==> config.mk <==
export PLATFORM = sky130hd
export DESIGN_NAME = rand_scheduler
export DESIGN_NICKNAME = d
export VERILOG_FILES = /design/src/rtl/rand_pkg.sv /design/src/rtl/rand_lfsr_core.sv /design/src/rtl/rand_scheduler.sv
export SDC_FILE = /design/constraint.sdc
export NUM_CORES = 1
export LEC_CHECK = 0
export ABC_AREA = 1
export BUFFER_PORTS_ARGS = -buffer_cell sky130_fd_sc_hd__buf_2
export CORE_MARGIN = 1.5
export CORE_UTILIZATION = 48
export DETAILED_ROUTE_END_ITERATION = 8
export HOLD_SLACK_MARGIN = 0.1
export MAX_ROUTING_LAYER = met4
export PLACE_DENSITY_LB_ADDON = 0.25
export SYNTH_ARGS = -nofsm -noshare
export SYNTH_HDL_FRONTEND = slang
export SYNTH_SLANG_ARGS = --single-unit
==> constraint.sdc <==
create_clock -name clk -period 4.25 [get_ports clk]
set_clock_uncertainty 0.15 [all_clocks]
set_input_delay 0.85 -clock clk [delete_from_list [all_inputs] [get_ports clk]]
set_output_delay 0.85 -clock clk [all_outputs]
set_load 0.01 [all_outputs]
==> src/rtl/rand_pkg.sv <==
// Shared definitions for the random-number scheduler: word width, reset seed, LFSR taps, FSM states.
// x^12+x^6+x^4+x+1 feedback taken from bits 11, 5, 3 and 0 of the current word.
package rand_pkg;

  localparam int RAND_WIDTH = 12;
  localparam logic [RAND_WIDTH-1:0] RAND_SEED = 12'hACE;

  localparam int TAP_HI = 11;
  localparam int TAP_A  = 5;
  localparam int TAP_B  = 3;
  localparam int TAP_C  = 0;

  typedef enum logic [1:0] {
    WARM,
    IDLE,
    GRANT
  } state_t;

  function automatic logic [RAND_WIDTH-1:0] lfsr_next(input logic [RAND_WIDTH-1:0] q);
    return {q[RAND_WIDTH-2:0], q[TAP_HI] ^ q[TAP_A] ^ q[TAP_B] ^ q[TAP_C]};
  endfunction

endpackage

==> src/rtl/rand_lfsr_core.sv <==
// 12-bit maximal-length LFSR register; load overrides step, result visible the cycle after.
// No backpressure: the owner decides when to step or load.
module rand_lfsr_core
  import rand_pkg::*;
#(
  parameter logic [RAND_WIDTH-1:0] SEED = RAND_SEED
) (
  input  logic                  clk,
  input  logic                  reset,
  input  logic                  step,
  input  logic                  load,
  input  logic [RAND_WIDTH-1:0] load_value,
  output logic [RAND_WIDTH-1:0] q
);

  always_ff @(posedge clk or posedge reset) begin
    if (reset) begin
      q <= SEED;
    end else if (load) begin
      q <= load_value;
    end else if (step) begin
      q <= lfsr_next(q);
    end
  end

endmodule

==> src/rtl/rand_scheduler.sv <==
// Round-robin share of one LFSR among N_REQ requesters; grant strobe one cycle after req seen in IDLE.
// At most one grant per two cycles; requesters hold req until granted, ready low outside IDLE.
module rand_scheduler
  import rand_pkg::*;
#(
  parameter int               N_REQ  = 4,
  parameter int               WIDTH  = 12,
  parameter logic [WIDTH-1:0] SEED   = 12'hACE,
  parameter int               WARMUP = 4
) (
  input  logic             clk,
  input  logic             reset,
  input  logic [N_REQ-1:0] req,
  input  logic             seed_load,
  input  logic [WIDTH-1:0] seed_data,
  output logic [N_REQ-1:0] grant,
  output logic [WIDTH-1:0] rand_out,
  output logic             rand_valid,
  output logic             ready
);

  localparam int PW = $clog2(N_REQ);
  localparam logic [3:0] WARM_LAST = 4'(WARMUP - 1);

  state_t           state_q, state_d;
  logic [3:0]       warm_q, warm_d;
  logic [PW-1:0]    ptr_q, ptr_d;
  logic [PW-1:0]    win_q, win_d;
  logic [PW-1:0]    rr_win, ptr_next, cand;
  logic             found;
  int               idx, nxt_i;
  logic [WIDTH-1:0] lfsr_q, rand_q, load_value;
  logic             lfsr_step, lfsr_load, serve;

  rand_lfsr_core #(
    .SEED(SEED)
  ) u_lfsr (
    .clk       (clk),
    .reset     (reset),
    .step      (lfsr_step),
    .load      (lfsr_load),
    .load_value(load_value),
    .q         (lfsr_q)
  );

  // An all-zero seed would lock the LFSR, so it is replaced by the reset seed.
  assign load_value = (seed_data == '0) ? SEED : seed_data;

  // Priority search starting at the pointer, wrapping modulo N_REQ.
  always_comb begin
    rr_win = ptr_q;
    found  = 1'b0;
    idx    = 0;
    cand   = '0;
    for (int i = 0; i < N_REQ; i++) begin
      idx  = (int'(ptr_q) + i) % N_REQ;
      cand = PW'(idx);
      if (!found && req[cand]) begin
        found  = 1'b1;
        rr_win = cand;
      end
    end
  end

  always_comb begin
    nxt_i    = (int'(win_q) + 1) % N_REQ;
    ptr_next = PW'(nxt_i);
  end

  always_comb begin
    state_d   = state_q;
    warm_d    = warm_q;
    ptr_d     = ptr_q;
    win_d     = win_q;
    lfsr_step = 1'b0;
    lfsr_load = 1'b0;
    serve     = 1'b0;
    case (state_q)
      WARM: begin
        lfsr_step = 1'b1;
        if (warm_q == WARM_LAST) begin
          state_d = IDLE;
          warm_d  = '0;
        end else begin
          warm_d = warm_q + 4'd1;
        end
      end
      IDLE: begin
        if (|req) begin
          win_d   = rr_win;
          state_d = GRANT;
        end
      end
      GRANT: begin
        serve     = 1'b1;
        lfsr_step = 1'b1;
        ptr_d     = ptr_next;
        state_d   = IDLE;
      end
      default: state_d = WARM;
    endcase
    // Reseed wins in every state and cancels a grant already on the wire.
    if (seed_load) begin
      lfsr_load = 1'b1;
      lfsr_step = 1'b0;
      serve     = 1'b0;
      warm_d    = '0;
      ptr_d     = ptr_q;
      win_d     = win_q;
      state_d   = WARM;
    end
  end

  always_ff @(posedge clk or posedge reset) begin
    if (reset) begin
      state_q <= WARM;
      warm_q  <= '0;
      ptr_q   <= '0;
      win_q   <= '0;
      rand_q  <= '0;
    end else begin
      state_q <= state_d;
      warm_q  <= warm_d;
      ptr_q   <= ptr_d;
      win_q   <= win_d;
      if (state_q == IDLE) begin
        rand_q <= lfsr_q;
      end
    end
  end

  always_comb begin
    grant = '0;
    if (serve) begin
      grant[win_q] = 1'b1;
    end
  end

  assign rand_valid = serve;
  assign rand_out   = serve ? rand_q : '0;
  assign ready      = (state_q == IDLE);

endmodule

* Word level (Yosys, flattened, before mapping)
Index checks and enable logic that the tools add are counted.
** Operators by class
- Eq/ne operators :: 5
- Magnitude comparators :: 6
- Muxes and demuxes :: 33
- Bitwise logic cells :: 4
- $add $sub $neg :: 5
- Reductions and logical operators :: 16
** Operators with widths (number)
- 2-to-1 mux 12 bit :: 4
- 2-to-1 mux 4 bit :: 4
- less-than comparator 2 x 3 -> 1 bit, second input constant :: 5
- 2-to-1 mux 1 bit :: 13
- logical NOT 12 bit :: 1
- 2-to-1 mux 2 bit :: 6
- binary-select mux 1 bit (select 2 bit) :: 4
- one-hot mux 2 bit (3 select lines) :: 1
- adder 2 x 1 -> 2 bit, second input constant :: 2
- adder 2 bit, second input constant :: 2
- adder 4 x 1 -> 4 bit, second input constant :: 1
- equality test 4 x 2 -> 1 bit, second input constant :: 1
- logical AND 1 bit :: 4
- AND reduction 2 bit :: 2
- nonzero test 2 bit :: 2
- OR reduction 4 bit :: 1
- logical NOT 1 bit :: 3
- != test 3 x 2 -> 1 bit, second input constant :: 1
- != test 3 bit, second input constant :: 1
- AND reduction 3 bit :: 1
- XOR 1 bit :: 3
- demux 1 bit (select 2 bit) :: 1
- equality test 2 x 1 -> 1 bit, second input constant :: 1
- equality test 2 bit, second input constant :: 1
- 4 further kinds :: 4
** Word-level totals
- Word-level logic and storage cells :: 75
- Input bits :: 19
- Flip-flop bits (word level) :: 34

* Longest topological paths before layout
Gate-level depths: netlist of the first run.
- Depth in word-level cells :: 12
- Mapped depth :: 13
- Mapped depth without buffers :: 12

* By module
From an unflattened synthesis of the first run, not the netlist that was laid out.
** Unflattened totals
- Cell total of the unflattened synthesis :: 289
- Area, all modules :: 2018.2 sq um
** Modules (own cells, without submodules)
- rand_scheduler :: cells an instance 206, area each 1400.1 sq um, seq. area each 550.5 sq um, times used 1
- rand_lfsr_core :: cells an instance 83, area each 618.1 sq um, seq. area each 309.0 sq um, times used 1

* Least setup slack after synthesis of the first run
OpenSTA, ideal clock, no wires.
- Path type :: input to output
- Start point :: input seed_load
- End point :: output grant[0]
- Path slack :: 1.600 ns
- Arrival :: 1.650 ns
- Stages on the path :: 6
- Buffers on the path :: 1
- Required time :: 3.250 ns
- Path through :: nor2_4 -> inv_2 -> nor2_4 -> inv_2 -> buf_2 -> nor2_1
** On the way
- Cells in the longest elaborated chain, start to end :: 2
** Ends and longest elaborated chain
- from (decl) :: RTL line rand_scheduler.sv:14 : input logic seed_load,
- 2-to-1 mux 1 bit :: RTL line rand_scheduler.sv:103 : if (seed_load) begin
- net rand_valid :: RTL line rand_scheduler.sv:18 : output logic rand_valid,
- 2-to-1 mux 4 bit :: RTL line rand_scheduler.sv:134 : if (serve) begin
- to (decl) :: RTL line rand_scheduler.sv:16 : output logic [N_REQ-1:0] grant,
The timed path passes the listed nets, and every way through them passes these cells.

* Worst setup path in the final report of the first run
- Start point :: input seed_load
- End point :: output rand_out[8]
** On the way
- Cells in the longest elaborated chain, start to end :: 2
** Ends and longest elaborated chain
- 2-to-1 mux 1 bit :: RTL line rand_scheduler.sv:103
- 2-to-1 mux 12 bit :: RTL line rand_scheduler.sv:140 : assign rand_out = serve ? rand_q : '0;
- to (decl) :: RTL line rand_scheduler.sv:17 : output logic [WIDTH-1:0] rand_out,
No other way between the ends.

==> flow_metrics.env, run 1 <==
export IMPL_num_vias=1663
export IMPL_cts_buffers=5
export IMPL_initial_utilization=0.512
export IMPL_ios=37
export IMPL_final_min_period_over_clock_period=0.676
export IMPL_worst_skew_pair_late_latency_ns=0.28
export IMPL_rsz0062_at_grt="no"
export IMPL_max_slew_worst_pin_slew_ns=1.04
export IMPL_setup_ws_ns=1.38
export IMPL_ys_types=28
export IMPL_holdCritPathClass="flop to flop"
export IMPL_syn_nets=277
export IMPL_seq_area_sq_um=860
export IMPL_row_count=22
export IMPL_fmax_mhz=348
export IMPL_grt_remaining_overflow=0
export IMPL_die_w_um=66.4
export IMPL_cts_tree="done"
export IMPL_wl_um=3730
export IMPL_gp_congestion=0.834
export IMPL_grt_util_all_layers=0.200
export IMPL_required_ns=3.25
export IMPL_endpoint_kind="output port"
export IMPL_setup_worst_path_class="primary input to output port"
export IMPL_p_leak_nw=1.15
export IMPL_ir_drop_mv=0.260
export IMPL_finalCriticalPeriod_ns=2.87
export IMPL_final_nets=317
export IMPL_syn_area_per_cell_sq_um=7.63
export IMPL_route_detailed_drc=0
export IMPL_vias_per_cell=4.86
export IMPL_fin_tns_setup_ns=0
export IMPL_grt_max_degree=30
export IMPL_cts_resized_gates=0
export IMPL_drt_iter0_drc=133
export IMPL_hold_buffers=0
export IMPL_finalHoldViolations=0
export IMPL_place_port_buffers=36
export IMPL_ys_ff_latch=34
export IMPL_die_y_um=66.4
export IMPL_finalSetupViolCount=0
export IMPL_slew_viol_final=0
export IMPL_grt_pass1_wl_um=6450
export IMPL_drive_above_1_share=0.248
export IMPL_maxCapViolCount=0
export IMPL_clock_sinks=34
export IMPL_place_ws_ns=1.39
export IMPL_cts_setup_buffers=0
export IMPL_die_area_sq_mm=0.00441
export IMPL_netlist_area_leader_share=0.350
export IMPL_ctsHtreeMaxLevel=2
export IMPL_multiInputGateArea_sq_um=876
export IMPL_utilization=0.601
export IMPL_outcome="completed"
export IMPL_syn2layout_area_growth_pct=17.4
export IMPL_synthTopCellsByArea="dfrtp_1, nand2_1, dfstp_2"
export IMPL_synthCells=253
export IMPL_fillers=337
export IMPL_powerDensity_mw_per_mm2=546
export IMPL_cp_data_arrival_time_ns=1.87
export IMPL_worstPathMaxFanout=16
export IMPL_core_area_sq_mm=0.00377
export IMPL_hold_ws_ns=0.337
export IMPL_fin_total_pwr_mw=1.24
export IMPL_post_dp_hpwl_um=2840
export IMPL_root_buffer="clkbuf_8"
export IMPL_yosys_warnings=0
export IMPL_post_synth_top_area_cell="dfrtp_1"
export IMPL_routedWlPerCell_um=10.9
export IMPL_max_slew_margin=0.308
export IMPL_diodes=0
export IMPL_yosysSeqAreaShare=0.446
export IMPL_antenna_found_initial=0
export IMPL_start_kind="primary input"
export IMPL_path_clk_slew_ns=0.07
export IMPL_syn_cell_area_sq_mm=0.00193
export IMPL_antenna_left=0
export IMPL_grt_pass1_vias=1422
export IMPL_dr_pass1_iters=4
export IMPL_clockBufferDepth=2
==> flip-flops by register name (all words and copies together) (netlist names) <==
register,cells
warm_q,4
rand_q,12
u_lfsr.q,12
state_q,2
ptr_q,2
win_q,2
==> power by group <==
part	switching [mW]	internal, mW	total [mW]
registers	0.0762	0.430	0.507
logic	0.289	0.167	0.457
clock network	0.110	0.164	0.273
==> layout make-up <==
class / instances / share of cell area
Timing Repair Buffer: 38 / 0.0862
Sequential cell: 34 / 0.380
Inverter: 43 / 0.0724
Clock buffer: 8 / 0.0486
Multi-Input combinational cell: 171 / 0.387
Tap cell: 48 / 0.0265
==> metrics by stage <==
stage          area, sq um  std cells
6_report              2260        342
5_1_grt               2260        342
4_1_cts               2260        342
3_5_place_dp          2150        334
3_3_place_gp          2150        334
2_1_floorplan         1930        253
==> cells in the mapped netlist <==
master    instances
dfrtp_1          27
nand2_2           5
o221ai_1          2
o211ai_1          8
inv_4             1
dfstp_2           7
o32ai_1           1
inv_2             6
ha_1              5
nor4_2            1
nand2_1          67
nand3_1          15
a21boi_1          1
inv_1            36
nor2_4            3
o21ai_0          25
nand3_2           1
o21ai_1           3
buf_6             1
nor2_2            2
clkbuf_1          1
a21oi_1           2
nand2_4           1
nor2_1           24
buf_2             3
xnor2_1           3
o22ai_1           1
xor2_1            1
==> worst max-delay path, cell delays in order <==
cell and delay (ns):
buf_2 0.18, nor2_4 0.17, inv_2 0.12, nor2_4 0.16, inv_2 0.14, nor2_1 0.11
buf_2 0.14
==> metal layers <==
metal	vias to the layer above	global-route usage	routed length, um
li1	878	-	-
met1	739	0.289	1970
met2	41	0.273	1520
met3	5	0.0562	187
met4	0	0.0612	45
met5	-	-	0
==> logic make-up (layout without fill, tap and decap cells) <==
family,count (synthesis),count (layout),share of synthesized area
AND/OR/NAND/NOR,119,119,0.274
flip-flops,34,34,0.446
AO/OA/AOI/OAI,43,43,0.130
adder cells (fa/ha/maj),5,5,0.0324
buffers and inverters,48,89,0.101
XOR/XNOR,4,4,0.0182
==> worst paths after layout <==
kind,startpoint,to,slack (ns),depth (start not counted)
worst min-delay path,u_lfsr.q[10]$_DFFE_PP0P_,rand_q[10]$_DFFE_PP0N_,0.34,2
worst max-delay path,seed_load,rand_out[8],1.38,7
worst max register to register,state_q[0]$_DFFE_PP0P_,win_q[0]$_DFFE_PP0P_,2.35,6
min in group asynchronous,reset,win_q[0]$_DFFE_PP0P_,0.67,2
worst min register to register,u_lfsr.q[10]$_DFFE_PP0P_,rand_q[10]$_DFFE_PP0N_,0.34,2
max in group asynchronous,reset,u_lfsr.q[1]$_DFFE_PP1P_,2.55,3
==> layout by cell type (no fill, tap or decap), types with 3 or more instances in the layout <==
| cell | n |
|---|---|
| nand2_1 | 67 |
| inv_1 | 36 |
| buf_2 | 36 |
| dfrtp_1 | 27 |
| o21ai_0 | 25 |
| nor2_1 | 24 |
| nand3_1 | 15 |
| o211ai_1 | 8 |
| clkbuf_8 | 8 |
| dfstp_2 | 7 |
| inv_2 | 6 |
| nand2_2 | 5 |
| ha_1 | 5 |
| nor2_4 | 3 |
| xnor2_1 | 3 |
| o21ai_1 | 3 |
(Power assumes the default switching activity.)
==> inputs of run 2 (changes only) <==
==> constraint.sdc (replaced) <==
create_clock -name clk -period 2.85 [get_ports clk]
set_clock_uncertainty 0.15 [all_clocks]
set_input_delay 0.57 -clock clk [delete_from_list [all_inputs] [get_ports clk]]
set_output_delay 0.57 -clock clk [all_outputs]
set_load 0.01 [all_outputs]
==> run 2 against run 1 <==
Compared with the run above:
- combinational power grew 51%
- non-clock buffer count is the same
- final cell count is the same
- largest cell class unchanged
- flip-flop and latch count is the same
- sequential power grew 50%
- total power grew 62%
- critical endpoint is now rand_out[1]
- die area is the same
==> flow_metrics.env, run 2 (same netlist as run 1, synthesis figures left out) <==
export IMPL_vias_per_cell=4.94
export IMPL_grt_pass1_wl_um=6890
export IMPL_diodes=0
export IMPL_gp_congestion=0.841
export IMPL_cp_data_arrival_time_ns=1.60
export IMPL_row_count=22
export IMPL_clock_sinks=34
export IMPL_worstPathMaxFanout=16
export IMPL_top_regs="rand_q (12), u_lfsr.q (12), warm_q (4)"
export IMPL_drt_iter0_drc=127
export IMPL_utilization=0.609
export IMPL_route_detailed_drc=0
export IMPL_p_leak_nw=1.17
export IMPL_fin_tns_setup_ns=0
export IMPL_cp_cell_sequence="buf_2 > nor2_4 > inv_2 > nor2_4 > inv_2 > nor2_1 > buf_2"
export IMPL_path_clk_slew_ns=0.07
export IMPL_antenna_found_initial=0
export IMPL_syn2layout_area_growth_pct=19.1
export IMPL_setup_worst_path_class="primary input to output port"
export IMPL_cp_top_family="buffers and inverters"
export IMPL_cts_setup_buffers=0
export IMPL_post_dp_hpwl_um=2940
export IMPL_die_w_um=66.4
export IMPL_powerDensity_mw_per_mm2=871
export IMPL_routedWlPerCell_um=11.5
export IMPL_required_ns=2.13
export IMPL_num_vias=1689
export IMPL_drive_above_1_share=0.248
export IMPL_final_nets=317
export IMPL_cts_resized_gates=0
export IMPL_worst_skew_pair_late_latency_ns=0.29
export IMPL_cts_tree="done"
export IMPL_core_area_sq_mm=0.00377
export IMPL_maxCapViolCount=0
export IMPL_slowest_stage="buf_2"
export IMPL_cpPeakStageDelay_ns=0.17
export IMPL_die_y_um=66.4
export IMPL_grt_util_all_layers=0.215
export IMPL_slew_viol_final=0
export IMPL_grt_max_degree=27
export IMPL_layout_common_cells="nand2_1, inv_1, buf_2"
export IMPL_clockBufferDepth=2
export IMPL_finalSetupViolCount=0
export IMPL_antenna_left=0
export IMPL_place_port_buffers=36
export IMPL_max_slew_margin=0.669
export IMPL_outcome="completed"
export IMPL_dr_pass1_iters=5
export IMPL_grt_pass1_vias=1512
export IMPL_fmax_mhz=431
export IMPL_finalCriticalPeriod_ns=2.32
export IMPL_endpoint_kind="output port"
export IMPL_wl_um=3930
export IMPL_rsz0062_at_grt="no"
export IMPL_final_min_period_over_clock_period=0.815
export IMPL_initial_utilization=0.512
export IMPL_ctsHtreeMaxLevel=2
export IMPL_cts_buffers=5
export IMPL_max_slew_worst_pin_slew_ns=0.496
export IMPL_start_kind="primary input"
export IMPL_ir_drop_mv=0.567
export IMPL_path_buf_inv=4
export IMPL_ios=37
export IMPL_finalHoldViolations=0
export IMPL_grt_remaining_overflow=0
export IMPL_die_area_sq_mm=0.00441
export IMPL_root_buffer="clkbuf_8"
export IMPL_hold_buffers=0
export IMPL_holdCritPathClass="primary input to async pin"
export IMPL_layout_commonest_cell="nand2_1"
-- run 2: changes by cell type in the layout (fill, tap and decap cells not counted) --
cell,previous run,this run
clkbuf_8,8,6
bufinv_16,0,2
-- run 2: per-layer routing --
metal,part of all wire,vias to the layer above,track usage,wire length (um)
met1,0.51,737,0.316,1990
met3,0.079,8,0.0630,311
li1,-,877,-,-
met5,0,-,-,0
met4,0.016,0,0.0867,61
met2,0.40,67,0.274,1570
-- run 2: path summary, 6_finish.rpt --
kind	end	from	slack, ns	cells past startpoint
worst max-delay path	rand_out[1]	seed_load	0.53	7
worst min-delay path	win_q[1]$_DFFE_PP0P_	reset	0.14	2
worst max register to register	win_q[1]$_DFFE_PP0P_	ptr_q[0]$_DFFE_PP0P_	1.10	11
worst min register to register	rand_q[10]$_DFFE_PP0N_	u_lfsr.q[10]$_DFFE_PP0P_	0.33	2
max in group asynchronous	u_lfsr.q[6]$_DFFE_PP1P_	reset	1.70	3
min in group clk	rand_q[10]$_DFFE_PP0N_	u_lfsr.q[10]$_DFFE_PP0P_	0.33	2
-- run 2: report_power, final --
part           total, mW  switching (mW)  internal, mW
Sequential         0.760           0.118         0.642
Combinational      0.689           0.438         0.252
Clock              0.552           0.179         0.373
-- run 2: cell type report --
type,count,area (sq um)
clock buffer,6,82.6
clock inverter,2,60.1
fill,324,1470
inverter,43,164
multi-input combinational,171,876
sequential,34,860
tap,48,60.1
timing repair buffer,38,195
-- run 2: through the flow --
step	setup slack, ns	cells	total power [mW]	hold WS, ns	instance area [sq um]
6_report	0.528	342	2.00	0.139	2300
5_1_grt	0.400	342	2.17	0.185	2300
4_1_cts	0.529	342	2.02	0.159	2300
3_5_place_dp	0.543	334	1.46	0.318	2150
3_3_place_gp	0.602	334	1.44	0.313	2150
2_1_floorplan	0.760	253	1.30	0.303	1930
==> inputs of run 3 (changes only) <==
--- a/config.mk
+++ b/config.mk
@@ -5,7 +5,7 @@
 export SDC_FILE = /design/constraint.sdc
 export NUM_CORES = 1
 export LEC_CHECK = 0
-export ABC_AREA = 1
+export ABC_AREA = 0
 export BUFFER_PORTS_ARGS = -buffer_cell sky130_fd_sc_hd__buf_2
 export CORE_MARGIN = 1.5
 export CORE_UTILIZATION = 48
==> constraint.sdc (replaced) <==
create_clock -name clk -period 2.23 [get_ports clk]
set_clock_uncertainty 0.15 [all_clocks]
set_input_delay 0.446 -clock clk [delete_from_list [all_inputs] [get_ports clk]]
set_output_delay 0.446 -clock clk [all_outputs]
set_load 0.01 [all_outputs]
==> run 3 against run 2 <==
Compared with the run above:
- utilization decreased by 0.065 points
- largest power group unchanged
- die area decreased by 7.4%
- area after synthesis decreased by 7.8%
- design area decreased by 8.8%
- total power decreased by 13%
- register-to-register slack got worse by 0.54 ns
- highest routed layer unchanged
- routed wire length decreased by 14%
- sequential power increased by 19%
==> flow_metrics.env, run 3 <==
export IMPL_outcome="completed"
export IMPL_antenna_left=0
export IMPL_grt_remaining_overflow=0
export IMPL_grt_max_degree=35
export IMPL_path_buf_inv=2
export IMPL_syn_cell_area_sq_mm=0.00178
export IMPL_p_leak_nw=1.07
export IMPL_worst_skew_pair_late_latency_ns=0.28
export IMPL_cts_setup_buffers=0
export IMPL_synth_async_sr_flop_share=1.00
export IMPL_powerDensity_mw_per_mm2=829
export IMPL_grt_pass1_vias=1319
export IMPL_setup_worst_path_class="flop to output port"
export IMPL_ctsHtreeMaxLevel=2
export IMPL_finalSetupViolCount=0
export IMPL_max_slew_margin=0.721
export IMPL_post_dp_hpwl_um=2430
export IMPL_core_area_sq_mm=0.00344
export IMPL_synth_commonest_cells="nand2_1, dfrtp_1, and2_1"
export IMPL_max_slew_worst_pin_slew_ns=0.415
export IMPL_layout_common_cells="nand2_1, buf_2, dfrtp_1"
export IMPL_initial_utilization=0.517
export IMPL_ys_types=32
export IMPL_yosys_warnings=0
export IMPL_syn2layout_area_growth_pct=17.7
export IMPL_ios=37
export IMPL_cp_data_arrival_time_ns=1.46
export IMPL_layout_commonest_cell="nand2_1"
export IMPL_final_nets=263
export IMPL_endpoint_kind="output port"
export IMPL_die_y_um=63.9
export IMPL_syn_nets=224
export IMPL_rsz0062_at_grt="no"
export IMPL_syn_area_per_cell_sq_um=8.90
export IMPL_cts_resized_gates=0
export IMPL_grt_pass1_wl_um=5840
export IMPL_cp_top_family="flip-flops"
export IMPL_start_kind="flop"
export IMPL_routedWlPerCell_um=11.9
export IMPL_num_vias=1465
export IMPL_top_regs="rand_q (12), u_lfsr.q (12), warm_q (4)"
export IMPL_cts_buffers=5
export IMPL_ys_ff_latch=34
export IMPL_die_area_sq_mm=0.00408
export IMPL_ir_drop_mv=0.435
export IMPL_path_clk_slew_ns=0.06
export IMPL_dr_pass1_iters=4
export IMPL_row_count=21
export IMPL_cpPeakStageDelay_ns=0.45
export IMPL_gp_congestion=0.818
export IMPL_maxCapViolCount=0
export IMPL_root_buffer="clkbuf_8"
export IMPL_vias_per_cell=5.14
export IMPL_yosysSeqAreaShare=0.483
export IMPL_slowest_stage="dfrtp_1"
export IMPL_cp_cell_sequence="nor3b_1 > buf_4 > and2_1 > buf_2"
export IMPL_clockBufferDepth=2
export IMPL_crit_start="state_q[0]$_DFFE_PP0P_"
export IMPL_die_w_um=63.9
export IMPL_required_ns=1.63
export IMPL_wl_um=3380
export IMPL_post_synth_top_area_cell="dfrtp_1"
export IMPL_synth_edff_count=0
export IMPL_drt_iter0_drc=58
export IMPL_finalHoldViolations=0
export IMPL_drive_above_1_share=0.234
export IMPL_fin_tns_setup_ns=0
export IMPL_synthCells=200
export IMPL_holdCritPathClass="primary input to async pin"
export IMPL_synth_most_common_cell="nand2_1"
export IMPL_cts_tree="done"
export IMPL_place_port_buffers=36
export IMPL_antenna_found_initial=0
export IMPL_final_min_period_over_clock_period=0.921
export IMPL_fmax_mhz=487
export IMPL_reg2reg_from="u_lfsr.q[3]$_DFFE_PP1P_"
export IMPL_hold_buffers=0
export IMPL_route_detailed_drc=0
export IMPL_worstPathMaxFanout=21
export IMPL_fin_total_pwr_mw=1.74
export IMPL_grt_util_all_layers=0.193
export IMPL_finalCriticalPeriod_ns=2.05
export IMPL_diodes=0
export IMPL_netlist_area_leader_share=0.380
export IMPL_slew_viol_final=0
export IMPL_synthTopCellsByArea="dfrtp_1, dfstp_2, nand2_1"
export IMPL_synthFlopType="dfrtp_1"
export IMPL_clock_sinks=34
export IMPL_utilization=0.609
-- run 3: cells by family (layout without fill, tap and decap cells) --
kind of cell               after synthesis  in the layout  share of synthesized area
and+or+nand+nor                         95             95                      0.251
AOI/OAI and AO/OA                       38             38                      0.134
DFF                                     34             34                      0.483
buffers and inverters                   20             59                     0.0457
adders and majority gates                5              5                     0.0352
muxes                                    5              5                     0.0288
xor gates and xnor gates                 3              3                     0.0225
-- run 3: layout make-up --
type / count / area, sq um
Sequential cell: 34 / 860
Tap cell: 46 / 57.6
Inverter: 10 / 37.5
Fill cell: 313 / 1350
Multi-Input combinational cell: 146 / 838
Clock buffer: 7 / 76.3
Timing Repair Buffer: 42 / 225
-- run 3: worst min-delay path, stage by stage --
cell	delay (ns)
buf_2	0.09
inv_1	0.04
buf_4	0.37
-- run 3: power breakdown --
| group | internal (mW) | total, mW | switching (mW) |
|---|---|---|---|
| Sequential | 0.785 | 0.901 | 0.116 |
| Combinational | 0.193 | 0.417 | 0.224 |
| Clock | 0.215 | 0.418 | 0.203 |
| Total | 1.19 | 1.74 | 0.543 |
-- run 3: worst paths after layout --
path / slack (ns) / endpoint / cells past startpoint
min in group clk: 0.24 / u_lfsr.q[8]$_DFFE_PP0P_ / 3
setup reg to reg: 0.56 / u_lfsr.q[0]$_DFFE_PP0P_ / 4
hold / removal: 0.09 / rand_q[3]$_DFFE_PP0N_ / 3
hold reg to reg: 0.32 / rand_q[3]$_DFFE_PP0N_ / 2
setup / recovery: 0.18 / rand_out[9] / 4
max in group asynchronous: 1.51 / u_lfsr.q[1]$_DFFE_PP1P_ / 3
-- run 3: metal layers --
layer  GRT usage  vias to the layer above  routed length [um]
met2       0.268                       37                1450
met1       0.267                      676                1690
met3      0.0423                        8                 177
li1            -                      744                   -
met5           -                        -                   0
met4      0.0978                        0                  68
-- run 3: metrics by stage --
stage               setup WS (ns)  hold slack, ns  cells  instance area, sq um
global route               0.0520           0.135    285                  2090
global placement            0.405           0.303    278                  2020
finish                      0.175          0.0910    285                  2090
detailed placement          0.401           0.308    278                  2020
CTS                         0.172           0.100    285                  2090
floorplan                   0.547           0.287    200                  1780
